--- config.mk ---
export PLATFORM = sky130hd
export DESIGN_NAME = flag_branch_unit
export DESIGN_NICKNAME = d
export VERILOG_FILES = /design/src/rtl/flag_branch_unit.sv
export SDC_FILE = /design/constraint.sdc
export NUM_CORES = 1
export LEC_CHECK = 0
export CORE_MARGIN = 1
export CORE_UTILIZATION = 48
export DETAILED_ROUTE_END_ITERATION = 6
export GPL_TIMING_DRIVEN = 0
export PLACE_DENSITY = 0.75
export SYNTH_ARGS = -nofsm -noshare
export SYNTH_HDL_FRONTEND = slang
export SYNTH_SLANG_ARGS = --single-unit
--- constraint.sdc ---
create_clock -name clk -period 2 [get_ports clk]
set_input_delay 0.2 -clock clk [delete_from_list [all_inputs] [get_ports clk]]
set_output_delay 0.2 -clock clk [all_outputs]
set_load 0.01 [all_outputs]
--- src/rtl/flag_branch_unit.sv ---
// Flags latch, conditional-branch evaluator and program counter owner.
// Optional BRANCH_STATS_EN adds saturating taken/not-taken counters.
module flag_branch_unit #(
  parameter int                   WORD_SIZE    = 8,
  parameter logic [WORD_SIZE-1:0] RESET_VECTOR = '0,
  parameter int                   FLUSH_CYCLES = 2
) (
  input  logic                 clk,
  input  logic                 reset_n,
  input  logic [7:0]           alu_flags,
  input  logic                 flags_we,
  input  logic                 br_valid,
  output logic                 br_ready,
  input  logic [3:0]           br_cond,
  input  logic [WORD_SIZE-1:0] br_target,
  input  logic                 pc_advance,
  output logic [WORD_SIZE-1:0] pc,
  output logic                 flush,
  output logic                 taken,
  output logic [3:0]           flags_q
`ifdef BRANCH_STATS_EN
  ,
  output logic [15:0]          taken_count,
  output logic [15:0]          not_taken_count
`endif
);

  localparam int CW = (FLUSH_CYCLES > 1) ? $clog2(FLUSH_CYCLES + 1) : 1;

  typedef enum logic [1:0] {
    IDLE  = 2'd0,
    EVAL  = 2'd1,
    FLUSH = 2'd2
  } state_t;

  state_t               state_q;
  logic [WORD_SIZE-1:0] pc_q;
  logic [WORD_SIZE-1:0] target_q;
  logic [3:0]           cond_q;
  logic [3:0]           flagsReg_q;
  logic [CW-1:0]        flushCnt_q;
  logic                 flush_q;
  logic                 taken_q;
  logic                 ready_q;
  logic                 condMet;
  logic                 unusedLowFlags;

  assign unusedLowFlags = ^alu_flags[3:0];

  // Flag nibble order is {Z,S,C,O}; signed compares use S^O as "less than".
  function automatic logic evalCond(input logic [3:0] cond, input logic [3:0] f);
    logic z, s, c, o;
    z = f[3];
    s = f[2];
    c = f[1];
    o = f[0];
    case (cond)
      4'd0:    evalCond = 1'b1;
      4'd1:    evalCond = z;
      4'd2:    evalCond = !z;
      4'd3:    evalCond = s;
      4'd4:    evalCond = !s;
      4'd5:    evalCond = c;
      4'd6:    evalCond = !c;
      4'd7:    evalCond = o;
      4'd8:    evalCond = !o;
      4'd9:    evalCond = !c && !z;
      4'd10:   evalCond = c || z;
      4'd11:   evalCond = s ^ o;
      4'd12:   evalCond = !(s ^ o);
      4'd13:   evalCond = !z && !(s ^ o);
      4'd14:   evalCond = z || (s ^ o);
      default: evalCond = 1'b0;
    endcase
  endfunction

  assign condMet = evalCond(cond_q, flagsReg_q);

  always_ff @(posedge clk) begin
    if (!reset_n) begin
      state_q    <= IDLE;
      pc_q       <= RESET_VECTOR;
      target_q   <= '0;
      cond_q     <= '0;
      flagsReg_q <= '0;
      flushCnt_q <= '0;
      flush_q    <= 1'b0;
      taken_q    <= 1'b0;
      ready_q    <= 1'b1;
    end else begin
      if (flags_we) begin
        flagsReg_q <= alu_flags[7:4];
      end
      case (state_q)
        IDLE: begin
          if (pc_advance) begin
            pc_q <= pc_q + WORD_SIZE'(1);
          end
          if (br_valid) begin
            cond_q   <= br_cond;
            target_q <= br_target;
            ready_q  <= 1'b0;
            state_q  <= EVAL;
          end
        end
        EVAL: begin
          // Decision uses the flags register as it stands now, not this edge's write.
          if (condMet) begin
            pc_q       <= target_q;
            taken_q    <= 1'b1;
            flush_q    <= 1'b1;
            flushCnt_q <= CW'(FLUSH_CYCLES);
            state_q    <= FLUSH;
          end else begin
            ready_q <= 1'b1;
            state_q <= IDLE;
          end
        end
        FLUSH: begin
          taken_q <= 1'b0;
          if (flushCnt_q <= CW'(1)) begin
            flushCnt_q <= '0;
            flush_q    <= 1'b0;
            ready_q    <= 1'b1;
            state_q    <= IDLE;
          end else begin
            flushCnt_q <= flushCnt_q - CW'(1);
          end
        end
        default: begin
          flush_q <= 1'b0;
          taken_q <= 1'b0;
          ready_q <= 1'b1;
          state_q <= IDLE;
        end
      endcase
    end
  end

`ifdef BRANCH_STATS_EN
  logic [15:0] takenCnt_q;
  logic [15:0] notTakenCnt_q;

  always_ff @(posedge clk) begin
    if (!reset_n) begin
      takenCnt_q    <= '0;
      notTakenCnt_q <= '0;
    end else if (state_q == EVAL) begin
      if (condMet) begin
        if (takenCnt_q != 16'hFFFF) takenCnt_q <= takenCnt_q + 16'd1;
      end else begin
        if (notTakenCnt_q != 16'hFFFF) notTakenCnt_q <= notTakenCnt_q + 16'd1;
      end
    end
  end

  assign taken_count     = takenCnt_q;
  assign not_taken_count = notTakenCnt_q;
`endif

  assign pc       = pc_q;
  assign flush    = flush_q;
  assign taken    = taken_q;
  assign br_ready = ready_q;
  assign flags_q  = flagsReg_q;

endmodule

==> metrics.txt, run 1 <==
clock buffer count from CTS 5; Worst R2R End pc[7]; Synth Warn # 0; crit end category register; vias in the first global route 1,355; final critical-path required period 1.86 ns; Placer Congestion 0.850; FF-to-FF setup slack 0.14 ns; cell internal pwr 0.00101 W; max_slew headroom 67.0%; Tightest Pin Transition 0.495 ns; syn avg cell area 8.49 µm²; die area 3500 µm²; Net Sw Frac 27.0%; CP max stage cell or3_1; I/O Buffers 34; sequential element share of the synthesized area 39.5%; Final period util 93.2%; Reg2Reg Launch Point state_q[1]; met2 wire len 1.71 mm; crit path buf inv count 0; syn_nets 211; Post-DP HPWL 2.58 mm; Chip Width 59.2 µm; crit path cell chain nor3b_4 -> nand4_1 -> or3_1 -> o21ai_0 -> nand2_1 -> a32oi_1; initial DRC count 80; max layer used met4; Pwr Density 669 nW/µm²; Final setup viols 0; clock transition at the registers of the reported paths 0.10 ns; root buffer cell clkbuf_4; layout cell share with drive strength beyond 1 13.9%; Initial Utilization 51.0%; Crit Path Category register to register; I/O pin cnt 40; total gr overflow 0; total iterations of the first detailed-routing run 4; antenna violations before repair 0; dominant synthesized flop cell dfxtp_1; cts hold-fix bufs 0; remaining antenna violation count 0; outcome complete, no violations; family with the most delay on the worst path simple AND/OR/NAND/NOR gates; residual DRC count 0; CTS tree yes; Netlist cell types 41; Tot GR Track Use 23.5%; Max clock buf depth 2; number of standard cells after synthesis 185; Clock Power Share 30.2%; Antenna diodes 0; Wirelength per Cell 12.9 µm; core area 3080 µm²; CTS sink cnt 31; CP max stage delay 0.44 ns; Critical Path RT 2.26 ns; Worst path depth 6; fill count 271; Flop pwr share 50.0%; RSZ-0062 raised after global routing yes; first-pass GRT wire length 6.07 mm; CP Max Fanout 7; CTS HTree Levels 2; critical path arrival 2.13 ns; final core utilization 67.3%; Pleak 0.788 nW; fin worst setup slack 0.135 ns; Mapped Area 1570 µm²; HP Class input pin to register; final slew viol count 0; combinational share of power 19.8%; Switch Pwr 0.000374 W; crit path capture pc[7]; max cap viols 0; M1 WL 1.57 mm; DP Worst Slack -0.135 ns; post-synthesis register bit count 31; vias per cell 5.40; Post-synth EDFFs 0; Post-Route WL 3.53 mm; VDD IR max 0.000482 V; FP Rows 20; synth-to-layout area growth 31.9%; fraction of registers with async set/reset 0%; Die Height 59.2 µm; nets 256; largest net degree at the start of global routing 11; Register-to-Register Path Depth 6; DR vias 1,484; Clock Skews 0.00878 ns; CP startpoint state_q[1]; Final Hold Viols 0; CP Launch Type register; WL met3 213 µm; clk_lat worst skew 0.34 ns; Max Fclk 0.536 GHz
==> per-layer routing <==
metal	up-vias	global-route usage, %
li1	742	-
met1	694	29.2
met2	44	39.2
met3	4	4.59
met4	0	10.5
met5	-	0
==> Yosys cell counts, types with 3 or more instances <==
library cell | number | share of area (%)
nand2_1 | 40 | 9.6
dfxtp_1 | 31 | 40
a21boi_0 | 18 | 8.6
nor2_1 | 10 | 2.4
inv_1 | 8 | 1.9
o21ai_0 | 8 | 2.5
mux2i_1 | 6 | 3.8
nor2b_1 | 6 | 2.4
clkbuf_1 | 5 | 1.2
a21oi_1 | 4 | 1.3
and3_2 | 4 | 1.9
o211ai_1 | 4 | 1.9
buf_6 | 3 | 2.2
nand3_1 | 3 | 0.96
==> state kept, by name, indices dropped and copies added (netlist names) <==
signal	flops
state_q	2
taken	1
flushCnt_q	2
target_q	8
cond_q	4
pc	8
flags_q	4
br_ready	1
flush	1
==> per-stage QoR <==
step                      hold WS [ns]  instances  total power [W]  instance area (µm²)  TNS (ns)
final                            0.276        275          0.00138                 2070         0
after CTS                        0.280        271          0.00138                 2030         0
after detailed placement         0.459        263         0.000968                 1970    -0.135
after global routing             0.301        275          0.00145                 2070   -0.0337
after floorplan                  0.345        185         0.000853                 1570         0
after global placement           0.452        263         0.000958                 1970   -0.0928
==> worst register-to-register path: cells and delay by family (launching register included) <==
family           cells  cell delay [ns]
AO/OA/AOI/OAI        2             0.30
AND/OR/NAND/NOR      4             1.09
flip-flops           1             0.40
==> worst min path at each step <==
stage,slack [ns],cells past startpoint,to,startpoint
2_1_floorplan,0.34,2,cond_q[0],br_cond[0]
3_3_place_gp,0.45,2,target_q[1],target_q[1]
3_5_place_dp,0.46,2,target_q[1],target_q[1]
4_1_cts,0.28,3,flags_q[2],flags_we
5_1_grt,0.30,3,flags_q[1],flags_we
6_report,0.28,3,flags_q[2],flags_we
==> power groups by stage <==
| stage | clock [W] | combinational [W] | sequential (W) |
|---|---|---|---|
| 6_report | 0.000418 | 0.000275 | 0.000692 |
| 5_1_grt | 0.000447 | 0.000304 | 0.000698 |
| 4_1_cts | 0.000426 | 0.000264 | 0.000691 |
| 3_5_place_dp | 0 | 0.000263 | 0.000706 |
| 3_3_place_gp | 0 | 0.000254 | 0.000703 |
| 2_1_floorplan | 0 | 0.000147 | 0.000706 |
==> cell type report <==
| class | count | area [µm²] | area share, % |
|---|---|---|---|
| plain buffers | 10 | 67.6 | 3.26 |
| clock buffers | 8 | 68.8 | 3.32 |
| inverters | 8 | 30.0 | 1.45 |
| multi-input cells | 136 | 856 | 41.3 |
| flip-flops and latches | 31 | 623 | 30.1 |
| well taps | 44 | 55.1 | 2.66 |
| repair buffers | 38 | 370 | 17.9 |
==> placed cells by master, fill, tap and decap left out, types with 2 or more instances in the layout <==
master / n
nor2_1: 10
o21a_1: 2
nand2_1: 40
nand4_1: 2
o32a_2: 2
a31oi_1: 2
dfxtp_1: 29
mux2i_1: 5
o22ai_1: 2
or2b_2: 2
clkbuf_8: 2
buf_4: 6
buf_6: 3
nand2b_1: 2
nand3_1: 3
nor2b_1: 6
clkbuf_4: 5
clkbuf_1: 6
a21boi_0: 18
clkdlybuf4s50_1: 34
o211ai_1: 4
dfxtp_2: 2
a21oi_1: 4
inv_1: 8
and3_2: 4
o21ai_0: 8
==> what timing repair did <==
item,in CTS,in global routing
setup endpoints to repair,0,4
gates resized for setup,0,3
buffers inserted,0,4
==> cells by family after synthesis <==
group | count (synthesis) | synth area share [%]
buffers and inverters | 18 | 6.21
muxes | 6 | 3.82
adders and majority gates | 1 | 0.797
DFF | 31 | 39.5
xor gates and xnor gates | 1 | 0.558
AOI/OAI and AO/OA | 53 | 26.1
and+or+nand+nor | 75 | 23.0
Power figures use the tool's default switching activity.
==> run 2: changes to the inputs <==
Clock period 2 ns to 1.9 ns, I/O delays scaled along.
==> run 2 against run 1 <==
Against the previous run:
- total power rose by 7.8%
- largest cell class unchanged
- sequential share of layout area fell by 1.2 points
- highest routed layer unchanged
- via count rose by 4.0%
- clock-buffer cell count did not move
- utilization rose by 3.3 points
- design area rose by 4.8%
- critical endpoint is now pc[6]
- maximum frequency rose by 2.8%
- largest power group unchanged
- combinational power rose by 15%
==> metrics.txt, run 2 (same netlist as run 1, synthesis figures left out) <==
FP Rows 20; Clock Skews 0.00784 ns; outcome complete, no violations; layout cell share with drive strength beyond 1 17.7%; die area 3500 µm²; nets 262; vias per cell 5.49; Tot GR Track Use 23.5%; max cap viols 0; synth-to-layout area growth 38.2%; most frequent cells in the layout nand2_1, clkdlybuf4s50_1, dfxtp_1; Max clock buf depth 2; root buffer cell clkbuf_4; Placer Congestion 0.850; Die Height 59.2 µm; antenna violations before repair 0; first-pass GRT wire length 6.08 mm; CP Launch Type register; CTS HTree Levels 2; DR vias 1,544; total iterations of the first detailed-routing run 5; Initial Utilization 51.0%; Pleak 0.819 nW; Post-DP HPWL 2.58 mm; total gr overflow 0; Final period util 95.5%; largest net degree at the start of global routing 11; Post-DP Area 1970 µm²; Reg2Reg Launch Point flags_q[2]; CTS sink cnt 31; CTS tree yes; Chip Width 59.2 µm; Antenna diodes 0; Wirelength per Cell 14.0 µm; final slew viol count 0; I/O Buffers 34; initial DRC count 69; vias in the first global route 1,357; residual DRC count 0; clock buffer count from CTS 5; post-placement cell count 263; remaining antenna violation count 0; Tightest Pin Transition 0.512 ns; clock transition at the registers of the reported paths 0.10 ns; max_slew headroom 65.9%; Pwr Density 688 nW/µm²; CP Max Fanout 7; Hold Crit Start flags_we; most common cell after layout, fill and taps aside nand2_1; Max Fclk 0.551 GHz; core area 3080 µm²; VDD IR max 0.000511 V; post-route setup TNS 0 ns; fin area 2170 µm²; Finished Layout Cells 281; I/O pin cnt 40; clk_lat worst skew 0.34 ns; Total Power 0.00149 W; Final setup viols 0; Hold Slack 0.259 ns; Post-Route WL 3.93 mm; critical path arrival 2.08 ns; crit end category register; cts hold-fix bufs 0; Critical Path RT 2.17 ns; Final Hold Viols 0; Crit Path Category register to register; final critical-path required period 1.81 ns; CP startpoint flags_q[2]; HP Class input pin to register
==> run 2: report_power, final <==
part           leakage (nW)  total, W  switching [W]  internal (W)
clock network        0.0386  0.000444       0.000226      0.000217
logic                 0.525  0.000317       0.000148      0.000170
registers             0.256  0.000732      0.0000415      0.000690
==> run 2: what timing repair did <==
item | 4_1_cts | 5_1_grt
pin swaps | 0 | 7
resized for setup | 3 | 9
cloned | 0 | 2
setup endpoints to repair | 2 | 8
setup buffers | 0 | 9
==> run 2: through the flow <==
stage                     utilization, %  setup WS (ns)
after floorplan                        -          0.136
after global placement              63.9         -0.183
after detailed placement            63.9         -0.225
after CTS                           66.3         0.0292
after global routing                70.5        -0.0521
final                               70.5         0.0854
==> run 2: metal layers <==
metal,global-route usage (%),wire length (µm)
met1,29.2,1710
met2,39.3,1990
met3,4.59,163
met4,10.5,61
met5,0,0
==> run 2: path summary, 6_finish.rpt <==
check                                   end  slack, ns  cells after the start
worst min register to register  target_q[1]       0.47                      2
worst max register to register        pc[6]       0.09                      7
worst max-delay path                  pc[6]       0.09                      7
worst min-delay path             flags_q[1]       0.26                      3
==> run 2: layout make-up <==
cell class	count	area, µm²
repair buffers	43	405
flip-flops and latches	31	628
multi-input cells	137	916
plain buffers	10	67.6
well taps	44	55.1
inverters	8	30.0
fillers	255	907
clock buffers	8	68.8
==> run 2: critical path: stages (launching register included) <==
cell,delay [ns]
dfxtp_2,0.44
xor2_4,0.20
o31ai_4,0.09
mux2i_4,0.21
buf_4,0.16
o211ai_4,0.24
o21ai_0,0.15
a221oi_2,0.24
==> run 3: changes to the inputs <==
Settings changed: CAP_MARGIN set to 30.
==> results of run 3 <==
Final layout, timing and power as in run 2 (identical DEF).
